### src/rtl/muldiv4_seq.sv
// Handshaked sequencer around the external 4x4 multiplier, with a 4-cycle
// iterative restoring divider producing {remainder, quotient}.
module muldiv4_seq (
   input  logic       clk,
   input  logic       rst,
   input  logic       in_valid,
   output logic       in_ready,
   input  logic [3:0] in_a,
   input  logic [3:0] in_b,
   input  logic [1:0] in_op,
   output logic [3:0] mul_a,
   output logic [3:0] mul_b,
   output logic       mul_opsigned,
   input  logic [7:0] mul_p,
   output logic       out_valid,
   input  logic       out_ready,
   output logic [7:0] out_result,
   output logic       out_divzero
);

   typedef enum logic [2:0] {IDLE, MUL, DIV, FIX, DONE} state_t;

   state_t     state, stateNext;
   logic [1:0] cnt;
   logic [3:0] rem, quo, dvs;
   logic       negQ, negR, divZero;

   logic       accept;
   logic [3:0] magA, magB, qFix, rFix;
   logic [4:0] part;
   logic [5:0] diff;
   logic       fits;

   assign accept    = in_valid && in_ready;
   assign in_ready  = (state == IDLE);
   assign out_valid = (state == DONE);

   // Signed ops divide magnitudes; -8 maps to an unsigned 8, which is fine.
   assign magA = (in_op[0] && in_a[3]) ? (~in_a + 4'd1) : in_a;
   assign magB = (in_op[0] && in_b[3]) ? (~in_b + 4'd1) : in_b;

   // Shift next dividend bit into the partial remainder, then trial subtract.
   assign part = {rem, quo[3]};
   assign diff = {1'b0, part} - {2'b00, dvs};
   assign fits = ~diff[5];

   assign qFix = negQ ? (~quo + 4'd1) : quo;
   assign rFix = negR ? (~rem + 4'd1) : rem;

   always_ff @(posedge clk) begin
      if (rst) state <= IDLE;
      else     state <= stateNext;
   end

   always_comb begin
      stateNext = state;
      case (state)
         IDLE: if (accept) stateNext = in_op[1] ? DIV : MUL;
         MUL:  stateNext = DONE;
         DIV:  if (cnt == 2'd0) stateNext = FIX;
         FIX:  stateNext = DONE;
         DONE: if (out_ready) stateNext = IDLE;
         default: stateNext = IDLE;
      endcase
   end

   always_ff @(posedge clk) begin
      if (rst) begin
         mul_a        <= '0;
         mul_b        <= '0;
         mul_opsigned <= 1'b0;
         out_result   <= '0;
         out_divzero  <= 1'b0;
         cnt          <= '0;
         rem          <= '0;
         quo          <= '0;
         dvs          <= '0;
         negQ         <= 1'b0;
         negR         <= 1'b0;
         divZero      <= 1'b0;
      end else begin
         case (state)
            IDLE: if (accept) begin
               mul_a        <= in_a;
               mul_b        <= in_b;
               mul_opsigned <= in_op[0];
               quo          <= magA;
               dvs          <= magB;
               rem          <= '0;
               cnt          <= 2'd3;
               negQ         <= in_op[0] & (in_a[3] ^ in_b[3]);
               negR         <= in_op[0] & in_a[3];
               divZero      <= (in_b == 4'd0);
            end
            MUL: begin
               out_result  <= mul_p;
               out_divzero <= 1'b0;
            end
            DIV: begin
               rem <= fits ? diff[3:0] : part[3:0];
               quo <= {quo[2:0], fits};
               cnt <= cnt - 2'd1;
            end
            FIX: begin
               // Divide-by-zero returns the raw dividend as remainder.
               out_divzero <= divZero;
               out_result  <= divZero ? {mul_a, 4'hF} : {rFix, qFix};
            end
            default: ;
         endcase
      end
   end

endmodule
### config.mk
export PLATFORM = sky130hd
export DESIGN_NAME = muldiv4_seq
export DESIGN_NICKNAME = d
export VERILOG_FILES = /design/src/rtl/muldiv4_seq.sv
export SDC_FILE = /design/constraint.sdc
export NUM_CORES = 1
export LEC_CHECK = 0
export ABC_AREA = 0
export ABC_CLOCK_PERIOD_IN_PS = 4600
export BUFFER_PORTS_ARGS = -buffer_cell sky130_fd_sc_hd__buf_2
export CAP_MARGIN = 15
export CORE_MARGIN = 2
export CORE_UTILIZATION = 41
export CTS_CLUSTER_SIZE = 24
export DETAILED_ROUTE_END_ITERATION = 8
export PLACE_DENSITY_LB_ADDON = 0.1
export SYNTH_ARGS = -nofsm -noshare
export SYNTH_HDL_FRONTEND = slang
export SYNTH_SLANG_ARGS = --single-unit
### constraint.sdc
create_clock -name clk -period 4.6 [get_ports clk]
set_input_delay 0.92 -clock clk [delete_from_list [all_inputs] [get_ports clk]]
set_output_delay 0.92 -clock clk [all_outputs]
set_load 0.1 [all_outputs]
* Word-level counts from Yosys, hierarchy flattened *
Cells that the tools add are included.

storage, ports and cells
  bits in registers = 38
  input bits = 22
  output and inout port bits = 20
  logic and storage cells = 65

operators by class
  add/subtract/negate cells = 6
  equal/unequal tests = 7
  multiplexer cells = 19
  bitwise gates (word level) = 8
  reductions and logical operators = 12

operators with widths
  cell                                                    count
  two-way mux 4 bit                                       7
  adder 4 x 1 -> 4 bit (second input constant)            4
  NOT 4 bit                                               4
  case mux 4 bit (2 select lines)                         2
  case mux 8 bit (2 select lines)                         1
  case mux 3 bit (4 select lines)                         1
  two-way mux 3 bit                                       3
  two-way mux 8 bit                                       1
  equality test 3 x 2 -> 1 bit (second input constant)    2
  subtractor 5 x 4 -> 6 bit                               1
  logical NOT 4 bit                                       1
  two-way mux 2 bit                                       2
  inequality test 2 x 1 -> 1 bit (second input constant)  2
  case mux 2 bit (2 select lines)                         1
  AND reduction 2 bit                                     2
  nonzero test 2 bit                                      2
  equality test 3 x 1 -> 1 bit (second input constant)    1
  equality test 3 bit (second input constant)             1
  logical AND 1 bit                                       3
  logical NOT 3 bit                                       1
  AND reduction 3 bit                                     1
  bitwise AND 1 bit                                       2
  logical NOT 2 bit                                       1
  inequality test 2 bit (second input constant)           1
  other kinds (5)                                         5

* Longest topological paths before layout *
Gate-level depths: netlist of run 1.

  depth after elaboration = 5
  depth in mapped cells = 6
  gate-level depth less buffers = 6

* Worst setup path before layout of run 1 *
OpenSTA, ideal clock, no wires.

  path kind = register to output
  from = register state[1]
  to = output port out_valid
  arrival = 2869 ps
  data required time = 3680 ps
  path slack = 811 ps
  cell stages (with the launch flop) = 4
  path buffers = 2
  path through = dfxtp_1 buf_2 buf_4 nor3b_1

on the way
  longest elaborated chain between the ends = 1

ends and longest elaborated chain
  element                   line  RTL
  start: declaration        23    state_t state, stateNext;
  start signal: assignment  52    else state <= stateNext;
  equality test 3 bit       36    assign out_valid = (state == DONE);
  end: declaration          15    output logic out_valid,

Every way passes these cells.

* Worst setup path after layout of run 1 *
Same ends and word-level chain as after synthesis.

==> results of run 1 <==
==> state kept, by name, summed over array words and instances, names as in the netlist <==
name / count
out_divzero: 1
state: 3
negQ: 1
dvs: 3
cnt: 2
mul_a: 4
out_result: 8
rem: 4
quo: 4
divZero: 1
mul_opsigned: 1
mul_b: 4
negR: 1
==> worst min-delay path, stage by stage (launching register included) <==
cell and delay (ps):
dfxtp_1 310, nand2_1 50, a21oi_1 50
==> final cells by class <==
class                      count  area (um2)
clock buffer                   5        68.8
timing repair buffer          42         216
inverter                      15        56.3
tap                           67        83.8
multi-input combinational    177        1120
fill                         492        2400
sequential                    37         741
clock inverter                 2        35.0
==> synth_stat cells (2+ instances only) <==
cell      instances  area, um2
and2b_1           2       15.0
o221ai_1          3       26.3
xnor2_1           7       61.3
nand2_1          38        143
a311oi_1          4       35.0
nand3_1           9       45.0
o21ai_0           6       30.0
a211oi_1          3       22.5
a31oi_1           2       12.5
o31ai_1           4       30.0
a32o_1            2       20.0
nor2_1           19       71.3
buf_2             4       20.0
buf_4             6       45.0
clkbuf_1          5       18.8
nand2b_1          8       50.1
ha_1              9        113
nor2b_1           2       12.5
dfxtp_1          37        741
o211ai_1          5       37.5
a222oi_1          2       20.0
or2_2             2       12.5
mux2i_1           2       20.0
inv_1            15       56.3
a21oi_1          25        125
==> how the worst max path moves through the flow <==
stage,start,endpoint,slack (ps),cells after the start
after floorplan,state[1],out_valid,810,3
after global placement,in_valid,dvs[1],2090,5
after detailed placement,in_valid,dvs[1],2030,5
after CTS,state[2],out_valid,2070,2
after global routing,state[1],out_valid,1980,2
final,state[1],out_valid,2080,2
==> per-stage QoR <==
step / hold WS (ps) / area [um2] / instances
6_report: 451 / 2320 / 345
5_1_grt: 478 / 2320 / 345
4_1_cts: 455 / 2310 / 344
3_5_place_dp: 444 / 2210 / 337
3_3_place_gp: 440 / 2210 / 337
2_1_floorplan: 436 / 2000 / 244
==> cell families (layout without fill, tap and decap cells) <==
family | count (synthesis) | in the layout
and+or+nand+nor | 92 | 92
buffers and inverters | 30 | 64
DFF | 37 | 37
AOI/OAI and AO/OA | 64 | 64
muxes | 3 | 3
xor gates and xnor gates | 8 | 8
adders and majority gates | 10 | 10
==> layer usage <==
metal  up-vias  part of all wire, %  wire length [um]  track usage, %
li1        922                    -                 -               -
met1       794                   50              2270            23.3
met2        36                   45              2060            29.0
met3         7                  4.0               183            3.84
met4         0                  1.3                60            6.06
met5         -                    0                 0               0
==> power groups by stage <==
stage | clock network, W | logic, W | registers (W)
final | 0.000271 | 0.000288 | 0.000377
after global routing | 0.000292 | 0.000315 | 0.000382
after CTS | 0.000282 | 0.000288 | 0.000377
after detailed placement | 0 | 0.000287 | 0.000385
after global placement | 0 | 0.000285 | 0.000384
after floorplan | 0 | 0.000173 | 0.000446
==> metrics.csv, run 1 <==
metric;value;unit
crit_fanout;24;
syn2layout_area_growth;16.0;%
fin_skew;6.51;ps
worst_setup_path_end_kind;output pin;
critPathMaxStageDelay;580;ps
rr_endpoint;rem[3];
critPathSlowestCell;dfxtp_1;
clkPwrFrac;28.9;%
maxCapViolations;0;
clock-sinks;37;
grt_pass1_wl;7490;um
n_antenna_cell;0;
post_cts_resize_count;0;
async_reset_ff_share;0;%
routed_wirelength;4580;um
hold_viol_final;0;
post-place-ws;2030;ps
ff2ff_path_depth;4;
antenna_left;0;
layout_commonest_cell;buf_2;
fin_crit_sh;54.8;%
r2r_start;state[1];
synth_seq_cells;37;
routedWlPerCell;13.3;um
dpl.hpwl;3280;um
power.density;403;nW/um2
core-area;4720;um2
h-tree-depth;2;
path_class;reg2out;
tightest_slew;831;ps
hold_path_class;reg2reg;
first_pass_iters;4;
status;completed;
drt-initial-drc-count;99;
netSwitchingPower;0.000349;W
fin_util;49.2;%
route.detailed.drc;0;
cp_data_required_time;3680;ps
vias;1759;
grt_max_degree;36;
setup_ws;2080;ps
switching_share;37.2;%
port_buffers;41;
die_x;73.9;um
grt_pass1_vias;1563;
path_cells;nor3b_1 > buf_2;
power_frac_seq;40.3;%
crit_family;flip-flops;
vias_per_cell;5.10;
synth-edff-count;0;
p_total;0.000936;W
crit_buf_inv;1;
die_area;5460;um2
final.min_clock_period;2520;ps
cts.path.max_buffers;2;
drive_gt1_share;20.1;%
start_util;42.4;%
rsz0062_at_grt;no;
io_pins;42;
synthCells;244;
synth_xor_area_share;3.50;%
hp-start;out_result[3];
post-cts-setup-buffers;0;
synth-seq-area-share;37.0;%
synth_compound_area_share;21.8;%
synthAdderAreaFrac;6.62;%
syn-num-nets;276;
r2r_setup_slack;2660;ps
grt_antenna_before_repair;0;
grt-ovfl-total;0;
cp_data_arrival_time;1600;ps
grt_usage;17.8;%
report.final.slew_viol_count;0;
yosys.area_share.simple;22.5;%
synthesis.area;2000;um2
synth_warnings;0;
clkTransAtPathRegs;70;ps
tritoncts;done;
cts_buffers;5;
gp_congestion;0.773;
start_kind;register;
insertion_delay;290;ps
muxShareOfSynthArea;1.56;%
fmax;397;MHz
cts_root_buf;clkbuf_8;
synth_cell_type_count;48;
fin_nets;310;
mostFrequentLayoutCells;buf_2, nand2_1, dfxtp_1;
rows;25;
synthFlopType;dfxtp_1;
hold_path_end;out_result[3];
tns;0;ps
ir_drop;0.000172;V
syn_avg_cell_area;8.21;um2
p_int;0.000588;W
timing.final.setup_violations;0;
cts_hold_buf;0;
die_h;73.9;um
maxSlewHeadroom;44.6;%
synth_top_family_by_area;simple AND/OR/NAND/NOR gates;
power_frac_comb;30.8;%
power_leakage;0.954;nW
worstHoldPathCells;2;
No activity file was read; power rests on OpenSTA's default activity.
==> inputs of run 2 (changes only) <==
- ABC_CLOCK_PERIOD_IN_PS: 4600 -> 2120
- clock period: 4.6 -> 2.12 ns (I/O delays scaled with it)
==> run 2 against run 1 <==
Sequential share of layout area shrank 0.41 points. Clock skew is essentially flat. Power grew 110%. Clock power grew 75%. Final area grew 1.3%. Register-to-register slack lost 2200 ps. Routed wire length grew 1.9%.
==> metrics.csv, run 2 (synthesized netlist as in run 1, its figures left out) <==
metric;value;unit;change
ff2ff_path_depth;6;;was 4
hp-start;in_b[0];;was out_result[3]
antenna_left;0;;unchanged
ir_drop;0.000437;V;was 0.000172 V
fin_skew;6.19;ps;was 6.51 ps
worst_setup_path_end_kind;output pin;;unchanged
hold_path_end;mul_b[0];;was out_result[3]
layout_commonest_cell;buf_2;;unchanged
grt_antenna_before_repair;0;;unchanged
rsz0062_at_grt;no;;unchanged
path_cells;nor3b_4 > buf_2;;was nor3b_1 > buf_2
tns;0;ps;unchanged
clkTransAtPathRegs;70;ps;about the same
critPathSlowestCell;dfxtp_1;;unchanged
route.detailed.drc;0;;unchanged
routedWlPerCell;13.4;um;was 13.3 um
start_kind;register;;unchanged
vias;1778;;was 1759
grt-ovfl-total;0;;unchanged
vias_per_cell;5.09;;was 5.10
cts_buffers;5;;unchanged
hold_viol_final;0;;unchanged
maxSlewHeadroom;59.7;%;was 44.6%
clock-sinks;37;;unchanged
holdWs;403;ps;was 451 ps
die_x;73.9;um;unchanged
largest_register_ffs;8;;unchanged
gp_congestion;0.816;;was 0.773
status;completed;;unchanged
critPathMaxStageDelay;490;ps;was 580 ps
hold_path_class;in2reg;;was reg2reg
mostFrequentLayoutCells;buf_2, nand2_1, dfxtp_1;;unchanged
die_h;73.9;um;unchanged
grt_pass1_vias;1643;;was 1563
report.final.slew_viol_count;0;;unchanged
power.density;824;nW/um2;was 403 nW/um2
final.min_clock_period;1870;ps;
insertion_delay;280;ps;was 290 ps
die_area;5460;um2;unchanged
tightest_slew;604;ps;was 831 ps
worstHoldPathCells;3;;was 2
setup_ws;251;ps;was 2080 ps
io_pins;42;;unchanged
cp_data_arrival_time;1440;ps;was 1600 ps
rr_endpoint;rem[1];;was rem[3]
place_area;2270;um2;was 2210 um2
drive_gt1_share;20.9;%;was 20.1%
grt_pass1_wl;7890;um;was 7490 um
fin_nets;313;;was 310
r2r_setup_slack;440;ps;was 2660 ps
start_util;42.4;%;unchanged
fin_area;2350;um2;was 2320 um2
power_leakage;0.963;nW;was 0.954 nW
grt_usage;18.8;%;was 17.8%
maxCapViolations;0;;unchanged
dpl.hpwl;3380;um;was 3280 um
crit_family;flip-flops;;unchanged
cts_root_buf;clkbuf_8;;unchanged
cp_data_required_time;1700;ps;was 3680 ps
fmax;535;MHz;
syn2layout_area_growth;17.5;%;was 16.0%
cts.path.max_buffers;2;;unchanged
post_cts_resize_count;0;;unchanged
drt-initial-drc-count;140;;was 99
core-area;4720;um2;unchanged
n_antenna_cell;0;;unchanged
tritoncts;done;;unchanged
rows;25;;unchanged
first_pass_iters;5;;was 4
grt_max_degree;29;;was 36
routed_wirelength;4660;um;was 4580 um
post-place-ws;455;ps;was 2030 ps
port_buffers;41;;unchanged
path_class;reg2out;;unchanged
timing.final.setup_violations;0;;unchanged
top_register;out_result;;unchanged
cts_hold_buf;0;;unchanged
h-tree-depth;2;;unchanged
fin_crit_sh;88.1;%;
post-cts-setup-buffers;0;;unchanged
r2r_start;dvs[1];;was state[1]
crit_fanout;11;;was 24
crit_buf_inv;1;;unchanged
-- run 2: cell types whose count changed in the layout (fill, tap and decap cells not counted) --
cell       previous run  this run
bufinv_16             1         0
buf_12                0         1
nor3_4                0         1
buf_6                 1         0
clkinv_2              1         0
nor3b_1               1         0
nor3b_4               1         2
clkbuf_1              0         3
buf_4                 0         3
nor3_1                1         0
-- run 2: worst register-to-register path: stages, from the launching register on --
cell and delay, ps:
dfxtp_1 380, inv_1 60, ha_1 270, nor2b_1 150
o311ai_2 330, nand3_1 120, a32o_1 250
-- run 2: cell type report --
type                            instances  area, um2
Multi-Input combinational cell        177       1150
Clock buffer                            8       80.1
Inverter                               15       56.3
Fill cell                             467       2370
Sequential cell                        37        741
Timing Repair Buffer                   45        248
Tap cell                               67       83.8
-- run 2: power by group --
group / total [W] / switching, W / internal [W]
Sequential: 0.000804 / 0.0000523 / 0.000751
Clock: 0.000475 / 0.000241 / 0.000234
Combinational: 0.000661 / 0.000464 / 0.000197
-- run 2: worst max-delay path by stage --
stage / from / cells past startpoint / end
after CTS: state[0] / 2 / out_valid
final: state[0] / 2 / out_valid
after global placement: dvs[1] / 6 / rem[0]
after global routing: state[0] / 2 / out_valid
after detailed placement: dvs[1] / 6 / rem[1]
after floorplan: state[1] / 3 / out_valid
-- run 2: per-stage QoR --
| stage | utilization (%) | power, W | std cells |
|---|---|---|---|
| final | 49.9 | 0.00194 | 349 |
| after detailed placement | 48.2 | 0.00148 | 341 |
| after CTS | 49.9 | 0.00196 | 349 |
| after floorplan | - | 0.00136 | 244 |
| after global placement | 48.2 | 0.00148 | 341 |
| after global routing | 49.9 | 0.00206 | 349 |
-- run 2: per-layer routing --
metal  part of all wire, %  routed length (um)  track usage (%)
met1                    52                2420             27.5
met2                    43                2010             28.0
met3                   4.0                 185             3.43
met4                   1.0                  47             6.06
met5                     0                   0                0
